--- config.mk ---
export PLATFORM = sky130hd
export DESIGN_NAME = ram_single_port_param_flat
export DESIGN_NICKNAME = d
export VERILOG_FILES = /design/src/rtl/ram_single_port_param_if.sv /design/src/rtl/ram_single_port_param.sv /design/src/flat_wrapper.sv
export SDC_FILE = /design/constraint.sdc
export NUM_CORES = 1
export LEC_CHECK = 0
export CELL_PAD_IN_SITES_DETAIL_PLACEMENT = 0
export CELL_PAD_IN_SITES_GLOBAL_PLACEMENT = 1
export CORE_UTILIZATION = 45
export CTS_CLUSTER_DIAMETER = 150
export CTS_CLUSTER_SIZE = 10
export DETAILED_ROUTE_END_ITERATION = 10
export GPL_TIMING_DRIVEN = 0
export PLACE_DENSITY_LB_ADDON = 0.1
export SYNTH_ARGS = -nofsm -noshare
export SYNTH_HDL_FRONTEND = slang
export SYNTH_SLANG_ARGS = --single-unit
--- constraint.sdc ---
create_clock -name clk -period 4.5 [get_ports clk]
set_clock_uncertainty 0.2 [all_clocks]
set_input_delay 0.9 -clock clk [delete_from_list [all_inputs] [get_ports clk]]
set_output_delay 0.9 -clock clk [all_outputs]
set_load 0.05 [all_outputs]
--- src/rtl/ram_single_port_param_if.sv ---
// ----------------------------------------------------------------------------
// ram_single_port_param_if
// Access bus for the single-port parametrised RAM.
//
// Signals
//   en_in      requester -> RAM  access request, sampled on each rising edge
//   we_in      requester -> RAM  1 = write, 0 = read (qualified by en_in)
//   addr_in    requester -> RAM  word address
//   data_in    requester -> RAM  write data
//   data_out   RAM -> requester  registered read / write-through data
//   valid_out  RAM -> requester  data_out holds the result of an accepted access
//   busy_out   RAM -> requester  post-reset clear running, requests are ignored
//
// Modports
//   master  the requesting datapath block
//   slave   the RAM itself
// ----------------------------------------------------------------------------
interface ram_single_port_param_if #(
    parameter int DATA_WIDTH = 8,
    parameter int ADDR_WIDTH = 6
);
    logic                  en_in;
    logic                  we_in;
    logic [ADDR_WIDTH-1:0] addr_in;
    logic [DATA_WIDTH-1:0] data_in;
    logic [DATA_WIDTH-1:0] data_out;
    logic                  valid_out;
    logic                  busy_out;

    modport master (
        output en_in,
        output we_in,
        output addr_in,
        output data_in,
        input  data_out,
        input  valid_out,
        input  busy_out
    );

    modport slave (
        input  en_in,
        input  we_in,
        input  addr_in,
        input  data_in,
        output data_out,
        output valid_out,
        output busy_out
    );
endinterface

--- src/rtl/ram_single_port_param.sv ---
// ----------------------------------------------------------------------------
// ram_single_port_param
// Parametrised single-port synchronous RAM with one shared address port.
// After every reset the array is zero-filled by a clear sequencer, one word
// per clock, before any access is accepted.
//
// Parameters
//   DATA_WIDTH  word width in bits
//   ADDR_WIDTH  address width, DEPTH = 2**ADDR_WIDTH words
//   WRITE_MODE  0 = READ_FIRST (old word out on write)
//               1 = WRITE_FIRST (new word out on write)
//               2 = NO_CHANGE (data_out held, no valid on write)
//
// Ports
//   clk   clock, every register updates on the rising edge
//   rst   asynchronous active-high reset, restarts the clear sequence
//   bus   ram_single_port_param_if.slave access bus (see interface header)
//
// Build option
//   RAM_OUT_REG_EN  when defined, adds one output pipeline stage so data_out
//                   and valid_out arrive two clocks after the request edge.
// ----------------------------------------------------------------------------
module ram_single_port_param #(
    parameter int DATA_WIDTH = 8,
    parameter int ADDR_WIDTH = 6,
    parameter int WRITE_MODE = 0
) (
    input  logic                   clk,
    input  logic                   rst,
    ram_single_port_param_if.slave bus
);
    localparam int DEPTH = 1 << ADDR_WIDTH;

    typedef enum logic {
        CLEAR,
        READY
    } state_t;

    state_t                state_q;
    logic [ADDR_WIDTH-1:0] clrAddr_q;
    logic [DATA_WIDTH-1:0] mem [DEPTH];
    logic [DATA_WIDTH-1:0] rdData_q;
    logic                  rdValid_q;
    logic [DATA_WIDTH-1:0] rdData_d;
    logic                  rdValid_d;
    logic                  accept;
    logic                  writeEn;

    // Requests only count once the clear sequence has finished.
    assign accept  = (state_q == READY) && bus.en_in;
    assign writeEn = accept && bus.we_in;

    // Next value of the array read register. The array is read before this
    // edge's write lands, which is what gives READ_FIRST its old-data result.
    always_comb begin
        rdData_d  = rdData_q;
        rdValid_d = 1'b0;
        if (accept) begin
            if (!bus.we_in) begin
                rdData_d  = mem[bus.addr_in];
                rdValid_d = 1'b1;
            end else if (WRITE_MODE == 1) begin
                rdData_d  = bus.data_in;
                rdValid_d = 1'b1;
            end else if (WRITE_MODE != 2) begin
                rdData_d  = mem[bus.addr_in];
                rdValid_d = 1'b1;
            end
        end
    end

    // Storage array: zero-filled word by word while clearing, otherwise
    // written by accepted write requests. No reset so it maps onto RAM cells.
    always_ff @(posedge clk) begin
        if (state_q == CLEAR) begin
            mem[clrAddr_q] <= '0;
        end else if (writeEn) begin
            mem[bus.addr_in] <= bus.data_in;
        end
    end

    // Clear sequencer plus the registered read port. The clear address is
    // only advanced in CLEAR, so leaving on all-ones can never re-trigger it.
    always_ff @(posedge clk or posedge rst) begin
        if (rst) begin
            state_q   <= CLEAR;
            clrAddr_q <= '0;
            rdData_q  <= '0;
            rdValid_q <= 1'b0;
        end else begin
            case (state_q)
                CLEAR: begin
                    clrAddr_q <= clrAddr_q + ADDR_WIDTH'(1);
                    if (&clrAddr_q) begin
                        state_q <= READY;
                    end
                end
                default: begin
                    state_q <= READY;
                end
            endcase
            rdData_q  <= rdData_d;
            rdValid_q <= rdValid_d;
        end
    end

    assign bus.busy_out = (state_q == CLEAR);

`ifdef RAM_OUT_REG_EN
    logic [DATA_WIDTH-1:0] outData_q;
    logic                  outValid_q;

    // Extra output stage: captures a result only when one is present, so
    // data_out keeps holding the last result just like the single-stage build.
    always_ff @(posedge clk or posedge rst) begin
        if (rst) begin
            outData_q  <= '0;
            outValid_q <= 1'b0;
        end else begin
            outValid_q <= rdValid_q;
            if (rdValid_q) begin
                outData_q <= rdData_q;
            end
        end
    end

    assign bus.data_out  = outData_q;
    assign bus.valid_out = outValid_q;
`else
    assign bus.data_out  = rdData_q;
    assign bus.valid_out = rdValid_q;
`endif

endmodule
--- src/flat_wrapper.sv ---
// flat-port wrapper written by rule: the top's interface ports become plain ports
module ram_single_port_param_flat 
#(
    parameter int DATA_WIDTH = 8,
    parameter int ADDR_WIDTH = 6,
    parameter int WRITE_MODE = 0
)
  (clk, rst, bus_en_in, bus_we_in, bus_addr_in, bus_data_in, bus_data_out, bus_valid_out, bus_busy_out);
  ram_single_port_param_if #(.DATA_WIDTH(DATA_WIDTH), .ADDR_WIDTH(ADDR_WIDTH)) bus_i ();
  input  logic clk;
  input  logic rst;
  input wire logic [$bits(bus_i.en_in)-1:0] bus_en_in;
  input wire logic [$bits(bus_i.we_in)-1:0] bus_we_in;
  input wire logic [$bits(bus_i.addr_in)-1:0] bus_addr_in;
  input wire logic [$bits(bus_i.data_in)-1:0] bus_data_in;
  output wire logic [$bits(bus_i.data_out)-1:0] bus_data_out;
  output wire logic [$bits(bus_i.valid_out)-1:0] bus_valid_out;
  output wire logic [$bits(bus_i.busy_out)-1:0] bus_busy_out;
  assign bus_i.en_in = bus_en_in;
  assign bus_i.we_in = bus_we_in;
  assign bus_i.addr_in = bus_addr_in;
  assign bus_i.data_in = bus_data_in;
  assign bus_data_out = bus_i.data_out;
  assign bus_valid_out = bus_i.valid_out;
  assign bus_busy_out = bus_i.busy_out;
  ram_single_port_param #(.DATA_WIDTH(DATA_WIDTH), .ADDR_WIDTH(ADDR_WIDTH), .WRITE_MODE(WRITE_MODE)) u_core (.clk(clk), .rst(rst), .bus(bus_i));
endmodule
==> results of run 1 <==
==> layout make-up <==
class	instances	area, um^2	share of cell area
timing repair buffer	33	410	0.0174
sequential	528	15800	0.670
tap	600	751	0.0319
clock inverter	2	12.5	0.000532
multi-input combinational	472	4660	0.198
clock buffer	72	1530	0.0648
inverter	6	22.5	0.000957
buffer	57	379	0.0161
==> report_power, final <==
part | leakage, nW | switching, mW | internal, mW
registers | 3.77 | 0 | 5.31
clock network | 0.749 | 1.77 | 2.32
logic | 1.66 | 0.148 | 0.0953
==> cell families after synthesis <==
logic type,after synthesis
AND/OR/NAND/NOR,194
adder cells (fa/ha/maj),1
XOR/XNOR,5
AO/OA/AOI/OAI,103
flip-flops,528
buffers and inverters,63
multiplexers,169
==> cell usage after synthesis (11+ instances only) <==
library cell | n | area, um^2
mux2_2 | 33 | 372
nand2_1 | 48 | 180
dfrtp_1 | 16 | 400
a22oi_1 | 16 | 120
edfxtp_1 | 512 | 15400
buf_1 | 11 | 41.3
nor2_1 | 67 | 251
o22ai_1 | 33 | 206
mux2i_1 | 40 | 400
nor3_1 | 16 | 80.1
a211oi_1 | 16 | 120
mux4_2 | 96 | 2160
nor2b_1 | 11 | 68.8
nand3_1 | 16 | 80.1
buf_2 | 21 | 105
==> final timing paths <==
path,cells past startpoint,slack (ns),endpoint
hold reg to reg,2,0.36,u_core.bus.data_out[2]
setup reg to reg,6,1.30,u_core.mem[25][5]
max in group asynchronous,2,3.12,u_core.clrAddr_q[4]
min in group asynchronous,2,0.52,u_core.bus.data_out[2]
hold / removal,2,0.36,u_core.bus.data_out[2]
setup / recovery,8,0.44,u_core.mem[63][4]
==> sequential cells by signal (all words and copies together), names as in the netlist <==
signal                count
u_core.clrAddr_q          6
u_core.bus.data_out       8
u_core.bus.valid_out      1
u_core.state_q            1
u_core.mem              512
==> worst reg2reg max path, stage by stage (launching register included) <==
cell and delay (ns):
dfrtp_1 0.31, buf_2 0.21, nand3_1 0.23, clkbuf_1 0.28, o22ai_1 0.36, nand2_1 0.45, nor2_1 0.78
==> cell usage in the layout, fill, tap and decap left out, types with 16 or more instances in the layout <==
cell type        netlist  layout
edfxtp_1             512     512
mux4_2                96      96
nor2_1                67      67
clkbuf_16              0      59
nand2_1               48      48
mux2i_1               40      40
mux2_2                33      33
o22ai_1               33      33
clkdlybuf4s50_1        0      25
buf_2                 21      21
clkbuf_1               6      19
a211oi_1              16      16
nor3_1                16      16
a22oi_1               16      16
nand3_1               16      16
dfrtp_1               16      16
==> routing by layer <==
metal  track usage  routed length, um  vias to the layer above
li1              -                  -                     4492
met1         0.304              22000                     5425
met2         0.351              23900                      250
met3        0.0320               2160                       74
met4        0.0718               1320                        0
met5             0                  0                        -
==> metrics by stage <==
stage                      util  hold WS [ns]
after floorplan               -         0.298
after global placement    0.480         0.328
after detailed placement  0.484         0.327
after CTS                 0.517         0.355
after global routing      0.517         0.369
final                     0.517         0.359
==> metrics, run 1 <==
outcome finished clean; cts repair resizes 0; core region area 0.0455 mm^2; drt pass-1 iters 5; RSZ-0062 raised after global routing no; finished layout cell area 0.0235 mm^2; fin crit period 4.06 ns; Post-Synth XOR/XNOR Area 0.00210; FMAX 246 MHz; layout cells sized above 1 0.217; post-route non-filler standard cell count 1770; antenna violations before repair 0; number of max-cap violations 0; Hold Startpoint u_core.bus.data_out[2]; largest family of logic cells by synthesized area multiplexers; Initial Util 0.458; Crit-path slowest cell nor2_1; ys async rst share 0.0303; Synth Area in Compound Gates 0.0358; Setup crit start bus_addr_in[4]; sequential area share after synthesis 0.758; CP Data Required Time 4.53 ns; Reg clk slew, reported paths 0.06 ns; Hold-fix buffers, CTS 0; Total Routed Length 49.4 mm; setup TNS 0 ns; DP Area 0.0220 mm^2; CP Cell Sequence clkdlybuf4s50_1, buf_2, buf_2, buf_2, nand3_1, o21ai_0, nand2_1, nor2_1; Total Power 9.65 mW; Ports 28; CP most frequent cell buf_2; worst reg2reg path startpoint u_core.state_q; Port Buf Inserts 25; GRT Resource Usage Total 0.217; # H-tree levels 2; via count 10200; Fillers 3708; CTS Buffer Depth 3; DP HPWL 32.1 mm; Placed Cells 1696; routed wire length per instance 27.9 um; pin count of the biggest net entering global routing 43; crit path capture type register; antenna-violating nets left 0; Die Y 217 um; Tcrit/Tclk final 0.903; post-synthesis adder-cell area fraction 0.000601; Buf+Inv Stages, Crit Path 4; Layout area overhead 13.0%; crit path DAT 4.09 ns; Top FF cell, synth edfxtp_1; count of flip-flops with a built-in enable after synthesis 512; CP max stage delay 0.77 ns; Tightest Pin Transition 0.890 ns; global placement routability congestion 0.818; grt ovf 0; first-pass GRT wire length 72.5 mm; CTS tree done; syn_nets 1082; worst setup path category in -> reg; row cnt 78; Skew-Pair Late Insertion Delay 0.60 ns; total CTS buffers 58; Synth Register Bits 528; Slew Limit Fails 0; root buffer cell clkbuf_16; CP delay by family, top buffers and inverters; final hold violations 0; relative slew slack 0.404; vias in the first global route 10700; ant diodes 0; postcts setup bufs 0; simple-gate portion of the synthesized area 0.0438; DRC viols 0; Peak VDD IR 0.275 mV; worst min-delay path class reg -> reg; Syn Inst Count 1063; clock sink count 528; Iteration-0 DRC Markers 956; Setup crit start kind input port; vias per cell 5.79; synthesized area per cell 19.6 um^2; Leakage 6.18 nW; crit path max fanout 10; Die W 217 um; # nets final 1175; yosys warns 0; endpoints failing setup 0; post-synthesis cell area 0.0208 mm^2; DP Worst Slack -0.202 ns; pwr/cell area 410 mW/mm^2; Total Die Area 0.0471 mm^2; multiplexer share of the synthesized area 0.141; Synth cell types 45; Setup WS post-layout 0.438 ns
Note: power is estimated with default switching activity, not from simulation.
==> run 2: changes to the inputs <==
Settings changed: DONT_BUFFER_PORTS from default to 1.
==> run 2 against run 1 <==
Global-route usage about the same. Clock-buffer cell count grew 24. Via count is 0.69% lower. Total power grew 1.2%.
==> metrics, run 2 (synthesis results as in run 1) <==
crit path max fanout 10 (unchanged); GRT met2 Usage 0.343 (-0.00777); layout cells sized above 1 0.217 (about the same); Setup WS post-layout 0.976 ns (+0.538 ns); Total Die Area 0.0471 mm^2 (unchanged); Peak VDD IR 0.283 mV (+3.0%); met3 usage 0.0423 (+0.0103); via count 10200 (-0.69%); Tcrit/Tclk final 0.783 (-0.120); Hold-fix buffers, CTS 0 (unchanged); Initial Util 0.458 (unchanged); pwr/cell area 418 mW/mm^2 (+1.9%); clock sink count 528 (unchanged); routed wire length per instance 28.0 um (+0.41%); Tightest Pin Transition 0.956 ns (+0.0658 ns); grt ovf 0 (unchanged); GRT Resource Usage Total 0.217 (about the same); max reg flops 512 (unchanged); Die W 217 um (unchanged); DRC viols 0 (unchanged); endpoints failing setup 0 (unchanged); vias per cell 5.75 (-0.64%); Total Routed Length 49.6 mm (+0.35%); Hold Slack 0.0926 ns (-0.266 ns); worst min-delay path class in -> async; pin count of the biggest net entering global routing 45 (+4.7%); Setup crit start kind input port; crit path DAT 3.54 ns (-0.55 ns); worst setup path category in -> reg; root buffer cell clkbuf_16; R2R setup slack 1.23 ns (-0.07 ns); core region area 0.0455 mm^2 (unchanged); CTS tree done; Leakage 6.12 nW (-1.1%); drt pass-1 iters 5 (unchanged); Skew-Pair Late Insertion Delay 0.61 ns (about the same); Reg clk slew, reported paths 0.06 ns (about the same); Ports 28 (unchanged); row cnt 78 (unchanged); Top reg by flops u_core.mem; antenna-violating nets left 0 (unchanged); outcome finished clean; met1 Usage GRT 0.309 (+0.00458); Slew Limit Fails 0 (unchanged); commonest cells after routing, fill and taps aside edfxtp_1, mux4_2, nor2_1; Iteration-0 DRC Markers 921 (-3.7%); DP Worst Slack 0.399 ns (+0.601 ns); relative slew slack 0.360 (-0.0440); most common cell after layout, fill and taps aside edfxtp_1; number of max-cap violations 0 (unchanged); # H-tree levels 2 (unchanged); crit path capture type register; first-pass GRT wire length 72.7 mm (+0.23%); worst reg2reg path startpoint u_core.state_q; final hold violations 0 (unchanged); GRT Max-Usage Layer met2; postcts setup bufs 0 (unchanged); CP Data Required Time 4.51 ns (-0.02 ns); cts repair resizes 0 (unchanged); Layout area overhead 12.2%; total CTS buffers 58 (unchanged); RSZ-0062 raised after global routing no; Die Y 217 um (unchanged); CTS Buffer Depth 3 (unchanged); Port Buf Inserts 0 (-100%); R2R cell count 6 (unchanged); vias in the first global route 10600 (-1.0%); FMAX 284 MHz (+15%); fin crit period 3.52 ns (-0.538 ns); reg2reg end u_core.mem[17][4]; Fillers 3716 (+0.22%); setup TNS 0 ns (unchanged); ant diodes 0 (unchanged); global placement routability congestion 0.822 (+0.51%); DP HPWL 32.0 mm (-0.16%); # nets final 1150 (-2.1%); antenna violations before repair 0 (unchanged)
## run 2: worst max-delay path by stage
stage	startpoint	to	slack [ns]	depth (start not counted)
final	bus_addr_in[1]	u_core.mem[62][3]	0.98	7
after detailed placement	bus_addr_in[1]	u_core.mem[62][5]	0.40	7
after CTS	bus_addr_in[1]	u_core.mem[62][3]	1.02	7
after global routing	bus_addr_in[1]	u_core.mem[62][3]	0.86	7
after floorplan	bus_addr_in[1]	u_core.mem[0][0]	1.48	7
after global placement	bus_we_in	u_core.mem[36][5]	-0.14	4
## run 2: critical path, cell delays in order
cell      delay [ns]
buf_2           0.25
buf_2           0.37
buf_2           0.39
nand2b_1        0.13
o21ai_0         0.23
nand2_1         0.37
nor2_1          0.86
## run 2: layer usage
metal	vias up	share of wire
met5	-	0
met4	0	0.023
met3	82	0.050
met2	247	0.48
met1	5371	0.45
li1	4470	-
## run 2: per-stage QoR
| stage | total power [mW] | std cells | instance area, um^2 | util |
|---|---|---|---|---|
| after floorplan | 5.57 | 1063 | 20800 | - |
| after global placement | 5.64 | 1663 | 21600 | 0.474 |
| after detailed placement | 5.64 | 1671 | 21700 | 0.478 |
| after CTS | 9.85 | 1769 | 23400 | 0.514 |
| after global routing | 10.0 | 1769 | 23400 | 0.514 |
| final | 9.77 | 1769 | 23400 | 0.514 |
## run 2: power breakdown
part	switching (mW)	total [mW]	internal, mW	leakage [nW]
combinational	0.141	0.225	0.0840	1.57
sequential	0	5.31	5.31	3.77
clock	1.83	4.24	2.41	0.777
## run 2: area by class of cell
type                       instances  area [um^2]  area share
sequential                       528        15800       0.675
timing repair buffer               8          160     0.00685
clock buffer                      96         1620      0.0691
tap                              600          751      0.0321
inverter                           6         22.5    0.000964
clock inverter                     2         12.5    0.000535
multi-input combinational        472         4660       0.199
buffer                            57          379      0.0162
